===== config.mk =====
export PLATFORM = sky130hd
export DESIGN_NAME = multdiv_ctrl_flat
export DESIGN_NICKNAME = d
export VERILOG_FILES = /design/src/rtl/multdiv_ctrl_if.sv /design/src/rtl/multdiv_ctrl.sv /design/src/flat_wrapper.sv
export SDC_FILE = /design/constraint.sdc
export NUM_CORES = 1
export LEC_CHECK = 0
export ABC_AREA = 1
export ABC_CLOCK_PERIOD_IN_PS = 1700
export CAP_MARGIN = 20
export CORE_AREA = 2 2 39 41
export DETAILED_ROUTE_END_ITERATION = 12
export DIE_AREA = 0 0 41 43
export DONT_BUFFER_PORTS = 1
export PLACE_DENSITY = 0.57
export RECOVER_POWER = 50
export SKIP_LAST_GASP = 1
export SLEW_MARGIN = 40
export SYNTH_ARGS = -nofsm -noshare
export SYNTH_HDL_FRONTEND = slang
export SYNTH_SLANG_ARGS = --single-unit
export TNS_END_PERCENT = 20

===== constraint.sdc =====
create_clock -name clk -period 1.7 [get_ports clk]
set_clock_uncertainty 0.15 [all_clocks]
set_input_delay 0.34 -clock clk [delete_from_list [all_inputs] [get_ports clk]]
set_output_delay 0.34 -clock clk [all_outputs]
set_load 0.01 [all_outputs]

===== src/rtl/multdiv_ctrl_if.sv =====
// multdiv_ctrl_if: control bus between the mult/div sequencer and the
// iterative datapath/issuer side.
//   ctrl_mult, ctrl_div : start pulses (issuer -> sequencer)
//   divisor_zero        : datapath status, meaningful in the LOAD cycle
//   mult_ovf            : datapath status, meaningful in the DONE cycle
//   load, step, is_div  : datapath controls (sequencer -> datapath)
//   count, busy         : progress / occupancy
//   result_rdy          : one-cycle result strobe
//   exception           : qualifies result_rdy (div-by-zero or mult overflow)
// Modports: master = issuer/datapath side, slave = sequencer.
interface multdiv_ctrl_if #(
   parameter int CNT_W = 6
);
   logic             ctrl_mult;
   logic             ctrl_div;
   logic             divisor_zero;
   logic             mult_ovf;
   logic             load;
   logic             step;
   logic             is_div;
   logic [CNT_W-1:0] count;
   logic             busy;
   logic             result_rdy;
   logic             exception;

   modport master (
      output ctrl_mult, ctrl_div, divisor_zero, mult_ovf,
      input  load, step, is_div, count, busy, result_rdy, exception
   );

   modport slave (
      input  ctrl_mult, ctrl_div, divisor_zero, mult_ovf,
      output load, step, is_div, count, busy, result_rdy, exception
   );
endinterface


===== src/rtl/multdiv_ctrl.sv =====
// multdiv_ctrl: sequencer for the iterative multiplier/divider datapath.
// A start pulse issues one LOAD cycle, then N step cycles (MULT_STEPS or
// DIV_STEPS), then a one-cycle result_rdy strobe. Divide-by-zero skips the
// step phase entirely. A new start in any state restarts the sequence.
// Ports:
//   clk : clock, rising edge
//   clr : synchronous active-high reset
//   bus : multdiv_ctrl_if.slave (start pulses, datapath status, controls)
module multdiv_ctrl #(
   parameter int MULT_STEPS = 16,
   parameter int DIV_STEPS  = 32,
   parameter int CNT_W      = 6
) (
   input logic           clk,
   input logic           clr,
   multdiv_ctrl_if.slave bus
);

   typedef enum logic [1:0] {IDLE, LOAD, RUN, DONE} state_t;

   localparam logic [CNT_W-1:0] MULT_LAST = CNT_W'(MULT_STEPS - 1);
   localparam logic [CNT_W-1:0] DIV_LAST  = CNT_W'(DIV_STEPS - 1);

   state_t           state, state_nxt;
   logic             is_div_q;
   logic [CNT_W-1:0] count_q;
   logic             dz;
   logic             start;
   logic [CNT_W-1:0] last;

   assign start = bus.ctrl_mult | bus.ctrl_div;
   assign last  = is_div_q ? DIV_LAST : MULT_LAST;

   // state register
   always_ff @(posedge clk) begin
      if (clr) state <= IDLE;
      else     state <= state_nxt;
   end

   // next-state logic; a start pre-empts whatever is in flight
   always_comb begin
      state_nxt = state;
      if (start) begin
         state_nxt = LOAD;
      end else begin
         case (state)
            IDLE: state_nxt = IDLE;
            LOAD: state_nxt = (is_div_q && bus.divisor_zero) ? DONE : RUN;
            RUN:  state_nxt = (count_q == last) ? DONE : RUN;
            DONE: state_nxt = IDLE;
            default: state_nxt = IDLE;
         endcase
      end
   end

   // op select, step counter and divide-by-zero flag
   always_ff @(posedge clk) begin
      if (clr) begin
         is_div_q <= 1'b0;
         count_q  <= '0;
         dz       <= 1'b0;
      end else if (start) begin
         // multiply wins when both starts arrive together
         is_div_q <= bus.ctrl_div & ~bus.ctrl_mult;
         count_q  <= '0;
      end else if (state == LOAD) begin
         dz <= is_div_q & bus.divisor_zero;
      end else if (state == RUN) begin
         // counts 0..N-1 across RUN, lands on N in DONE
         count_q <= count_q + 1'b1;
      end
   end

   // outputs: all Moore except exception, which folds in mult_ovf
   // because the datapath only knows about overflow in the DONE cycle
   always_comb begin
      bus.load       = (state == LOAD);
      bus.step       = (state == RUN);
      bus.busy       = (state == LOAD) || (state == RUN);
      bus.result_rdy = (state == DONE);
      bus.exception  = (state == DONE) && (dz || (!is_div_q && bus.mult_ovf));
      bus.is_div     = is_div_q;
      bus.count      = count_q;
   end

endmodule

===== src/flat_wrapper.sv =====
// flat-port wrapper written by rule: the top's interface ports become plain ports
module multdiv_ctrl_flat 
#(
   parameter int MULT_STEPS = 16,
   parameter int DIV_STEPS  = 32,
   parameter int CNT_W      = 6
)
  (clk, clr, bus_ctrl_mult, bus_ctrl_div, bus_divisor_zero, bus_mult_ovf, bus_load, bus_step, bus_is_div, bus_count, bus_busy, bus_result_rdy, bus_exception);
  multdiv_ctrl_if #(.CNT_W(CNT_W)) bus_i ();
  input logic clk;
  input logic clr;
  input wire logic [$bits(bus_i.ctrl_mult)-1:0] bus_ctrl_mult;
  input wire logic [$bits(bus_i.ctrl_div)-1:0] bus_ctrl_div;
  input wire logic [$bits(bus_i.divisor_zero)-1:0] bus_divisor_zero;
  input wire logic [$bits(bus_i.mult_ovf)-1:0] bus_mult_ovf;
  output wire logic [$bits(bus_i.load)-1:0] bus_load;
  output wire logic [$bits(bus_i.step)-1:0] bus_step;
  output wire logic [$bits(bus_i.is_div)-1:0] bus_is_div;
  output wire logic [$bits(bus_i.count)-1:0] bus_count;
  output wire logic [$bits(bus_i.busy)-1:0] bus_busy;
  output wire logic [$bits(bus_i.result_rdy)-1:0] bus_result_rdy;
  output wire logic [$bits(bus_i.exception)-1:0] bus_exception;
  assign bus_i.ctrl_mult = bus_ctrl_mult;
  assign bus_i.ctrl_div = bus_ctrl_div;
  assign bus_i.divisor_zero = bus_divisor_zero;
  assign bus_i.mult_ovf = bus_mult_ovf;
  assign bus_load = bus_i.load;
  assign bus_step = bus_i.step;
  assign bus_is_div = bus_i.is_div;
  assign bus_count = bus_i.count;
  assign bus_busy = bus_i.busy;
  assign bus_result_rdy = bus_i.result_rdy;
  assign bus_exception = bus_i.exception;
  multdiv_ctrl #(.MULT_STEPS(MULT_STEPS), .DIV_STEPS(DIV_STEPS), .CNT_W(CNT_W)) u_core (.clk(clk), .clr(clr), .bus(bus_i));
endmodule

* After elaboration in Yosys (flattened, before gate mapping)
Cells that the tools add are included.
** Storage, ports and cells
- Register bits :: 10
- Word-level logic and storage cells :: 32
** Cells by class
- Add/subtract/negate cells :: 1
- Eq/ne operators :: 4
- Multiplexer cells :: 5
- Bitwise logic cells :: 6
- Reduce and logical (&&, ||, !) cells :: 11
** Operators by type and width (number)
- 6-bit by 1-bit adder with 6-bit output (second input constant) :: 1
- 6-bit equality test :: 1
- 2-bit case mux with 3 select lines :: 1
- 5-bit two-way mux :: 1
- 2-bit equality test (second input constant) :: 2
- 2-bit AND reduction :: 2
- 2-bit OR reduction :: 2
- 1-bit logical AND :: 3
- 1-bit two-way mux :: 3
- 1-bit NOT :: 3
- 1-bit AND :: 2
- 2-bit by 1-bit equality test with 1-bit output (second input constant) :: 1
- 2-bit zero test :: 1
- 1-bit logical OR :: 2
- 1-bit zero test :: 1
- 1-bit OR :: 1

* Longest topological paths before layout
- Depth after elaboration :: 5
- Gate-level depth with buffers :: 8
- Depth with buffers taken out :: 8

* Worst setup path before layout
No wires, ideal clock.
- Path kind :: reg2reg
- Start point :: register u_core.state[0]
- End point :: register u_core.count_q[5], in the netlist u_core.bus.count[5]
- Setup time :: 0.115 ns
- Arrival :: 1.054 ns
- Required time :: 1.435 ns
- Path slack :: 0.381 ns
- Stages on the path, launching flop included :: 8
- Clock period less this slack :: 1.319 ns
- Cell sequence :: dfxtp_1 > inv_1 > ha_1 > nand2_1 > nor2_2 > nand3_1 > nand2_1 > nor2_1
** RTL lines
- start, declared :: RTL line multdiv_ctrl.sv:24 : state_t state, state_nxt;
- start signal, assigned :: RTL line multdiv_ctrl.sv:37 : else state <= state_nxt;
- 2-bit equality test
- named net bus_step :: RTL line flat_wrapper.sv:17 : output wire logic [$bits(bus_i.step)-1:0] bus_step;
- 2-bit AND reduction (no line)
- end signal, assigned :: RTL line multdiv_ctrl.sv:70 : count_q <= count_q + 1'b1;
- end, declared :: RTL line multdiv_ctrl.sv:26 : logic [CNT_W-1:0] count_q;
The timed path passes the listed nets, and every way through them passes these cells.
A chain may end at the register's enable or synchronous reset.

* Worst setup path after layout
- Start point :: register u_core.state[0]
- End point :: output port bus_busy
** On the way
- Longest elaborated chain between the ends :: 2
** RTL lines
- 2-bit by 1-bit equality test with 1-bit output / 2-bit equality test (equally long branches) :: RTL line multdiv_ctrl.sv:79 : bus.busy = (state == LOAD) || (state == RUN);
- 1-bit logical OR (*) :: RTL line multdiv_ctrl.sv:79
- end, declared :: RTL line flat_wrapper.sv:20 : output wire logic [$bits(bus_i.busy)-1:0] bus_busy;
Mark *: on every way between the ends. The rest lies on a longest branch, timed or not.

==> run metrics <==
initial antenna violation count 0; Seq pwr share 0.490; Gate Count Post-Synth between 60 and 70; post-route minimum period between 1500 and 2000 ps; Crit path top cell by count inv_1; Synth top area share 0.396; status complete, no violations; crit-path max cell delay 350 ps; clk root buf clkbuf_4; post-synthesis net count between 70 and 80; cell-internal power between 0.0003 and 0.0004 W; crit start category flop; Clock power frac 0.441; period utilization 0.919; DRT iter0 DRCs 8; Worst-Margin Slew approximately 330 ps; post-synthesis sequential area ratio 0.396; Via density between 4 and 5; Setup CP Type reg2out; slowest CP cell dfxtp_1; vias in the first global route just under 400; PortBufs 0; TritonRoute pass-1 iters 4; layout cells sized above 1 0.158; gr ovfl total 0; num ports 18; Sinks on Clock Net 10; Final Hold Viols 0; switch share 0.222; area delta synth->final 16.3%; Slew Limit Fails 0; synth top area cells dfxtp_1 40%, ha_1 9.9%, nand2_1 8.2%, nor2_1 7.4%, a21oi_1 6.9%; Pwr Density between 800 and 900 mW/mm²; Die H 43 µm; syn_area_per_cell ~7.3 µm²; Stages on worst setup path 3; dpl cell area 533 µm²; core footprint ~0.0014 mm²; Peak supply drop 418 µV; # setup viols final 0; Longest Clk Path Bufs 2; synthesized area slightly above 500 µm²; cells on worst reg2reg path 6; Die Footprint between 0.0015 and 0.002 mm²; num rows 14; antenna viol nets, final 0; clk_lat worst skew ~270 ps; Detailed Route WL roughly 950 µm; yosys warns 0; H-tree depth 1; chip width slightly above 40 µm; CP Cell Sequence inv_1 -> ha_1 -> inv_1; GRT Total Usage 0.131; CTS tree yes; WP buf/inv 2; Net Sw Power ~0.00011 W; post-synthesis cell type count 15; first-pass GRT wire length 1500 µm; post-route cell area approximately 590 µm²; largest area contributor in the netlist dfxtp_1; largest net degree at the start of global routing 8; Initial Util 0.365; Worst Hold Depth 3; critical path peak fanout 3; worst rel slew slack 0.779; diodes inserted 0; vias approximately 430; WP data required about 1200 ps; worst hold path class in2reg; postcts setup bufs 0; TNS Setup 0 ps; leakage power around 0.23 nW; RSZ-0062 raised after global routing false; nets 87; proportion of power drawn by combinational gates 0.069; Largest delay share family, worst path flip-flops; routed len/inst about 10 µm; placed wire-length estimate between 700 and 800 µm; total of max-cap violations 0; CP arrival around 1100 ps; crit end category output pin; CTS clk-pin slew, worst paths about 70 ps; Num CTS Buffers 3; register bit total from synthesis 10; Post-route DRC 0; fmax about 0.64 GHz; Placer Congestion slightly below 0.8
## Yosys cell counts, drive strengths merged
library cell	instances
dfxtp	10
nor2	13
nor3	4
nand2	12
nand4	1
a21oi	7
nand3	3
mux2i	1
o21ai	2
ha	4
inv	12
## tightest hold or removal path: stages
cell and delay [ps]:
nor2_4 30, nand2_1 60, nor2_1 30
## final timing paths
check,start,to,slack (ps)
worst max register to register,u_core.state[0]$_SDFF_PP0_,u_core.bus.count[4]$_SDFFE_PP0P_,270
worst max-delay path,u_core.state[0]$_SDFF_PP0_,bus_busy,140
worst min register to register,u_core.dz$_SDFFE_PP0P_,u_core.dz$_SDFFE_PP0P_,310
worst min-delay path,clr,u_core.bus.count[5]$_SDFFE_PP0P_,80
## per-layer routing
| layer | global-route usage | vias up | part of all wire |
|---|---|---|---|
| li1 | - | 236 | - |
| met1 | 0.137 | 172 | 0.43 |
| met2 | 0.197 | 21 | 0.42 |
| met3 | 0.0838 | 5 | 0.13 |
| met4 | 0.0600 | 0 | 0.020 |
| met5 | 0 | - | 0 |
## layout make-up
type	count	area [µm²]
Multi-Input combinational cell	47	263
Sequential cell	10	200
Tap cell	16	20.0
Clock buffer	4	36.3
Timing Repair Buffer	3	23.8
Fill cell	152	796
Inverter	12	45.0
## cells by family after synthesis
family                   Yosys count  share of synthesized area
multiplexers                       1                     0.0198
buffers and inverters             12                     0.0891
adder cells (fa/ha/maj)            4                     0.0990
AND/OR/NAND/NOR                   33                      0.307
flip-flops                        10                      0.396
AO/OA/AOI/OAI                      9                     0.0891
## cell usage in the layout (no fill, tap or decap)
master         Yosys  routed
ha_1               4       4
inv_2              3       3
clkbuf_8           0       1
nor2_4             2       2
clkbuf_1           0       1
dfxtp_1           10      10
clkbuf_4           0       3
dlygate4sd3_1      0       2
nor3_1             4       4
nor2_2             1       2
nand2_2            1       1
nand4_1            1       1
inv_1              9       9
nand3_1            3       3
o21ai_0            2       2
nand2_1           11      11
nor2_1            10       9
a21oi_1            7       7
mux2i_1            1       1
## repair_timing
| item | 4_1_cts | 5_1_grt |
|---|---|---|
| hold endpoints to repair | 3 | 0 |
| resized for setup | 0 | 1 |
| setup endpoints to repair | 0 | 1 |
| hold buffers | 2 | 0 |
## power groups by stage
stage | Combinational (W) | Sequential (W) | Clock, W
floorplan | 0.0000229 | 0.000247 | 0
global placement | 0.0000304 | 0.000246 | 0
detailed placement | 0.0000306 | 0.000246 | 0
CTS | 0.0000351 | 0.000240 | 0.000224
global route | 0.0000398 | 0.000241 | 0.000236
finish | 0.0000339 | 0.000240 | 0.000216
## state kept, by name (all words and copies together) (netlist names)
register and flops:
u_core.dz 1, u_core.bus.is_div 1, u_core.bus.count 6, u_core.state 2
## metrics by stage
step | util | std cells | total power [W] | setup WS, ps | hold WS [ps]
2_1_floorplan | - | 69 | 0.000270 | 381 | 259
3_3_place_gp | 0.385 | 86 | 0.000276 | 275 | 263
3_5_place_dp | 0.385 | 86 | 0.000276 | 260 | 264
4_1_cts | 0.426 | 92 | 0.000500 | 88.4 | 71.3
5_1_grt | 0.425 | 92 | 0.000517 | 23.1 | 70.3
6_report | 0.425 | 92 | 0.000490 | 137 | 75.2
No activity file was read; power rests on OpenSTA's default activity.
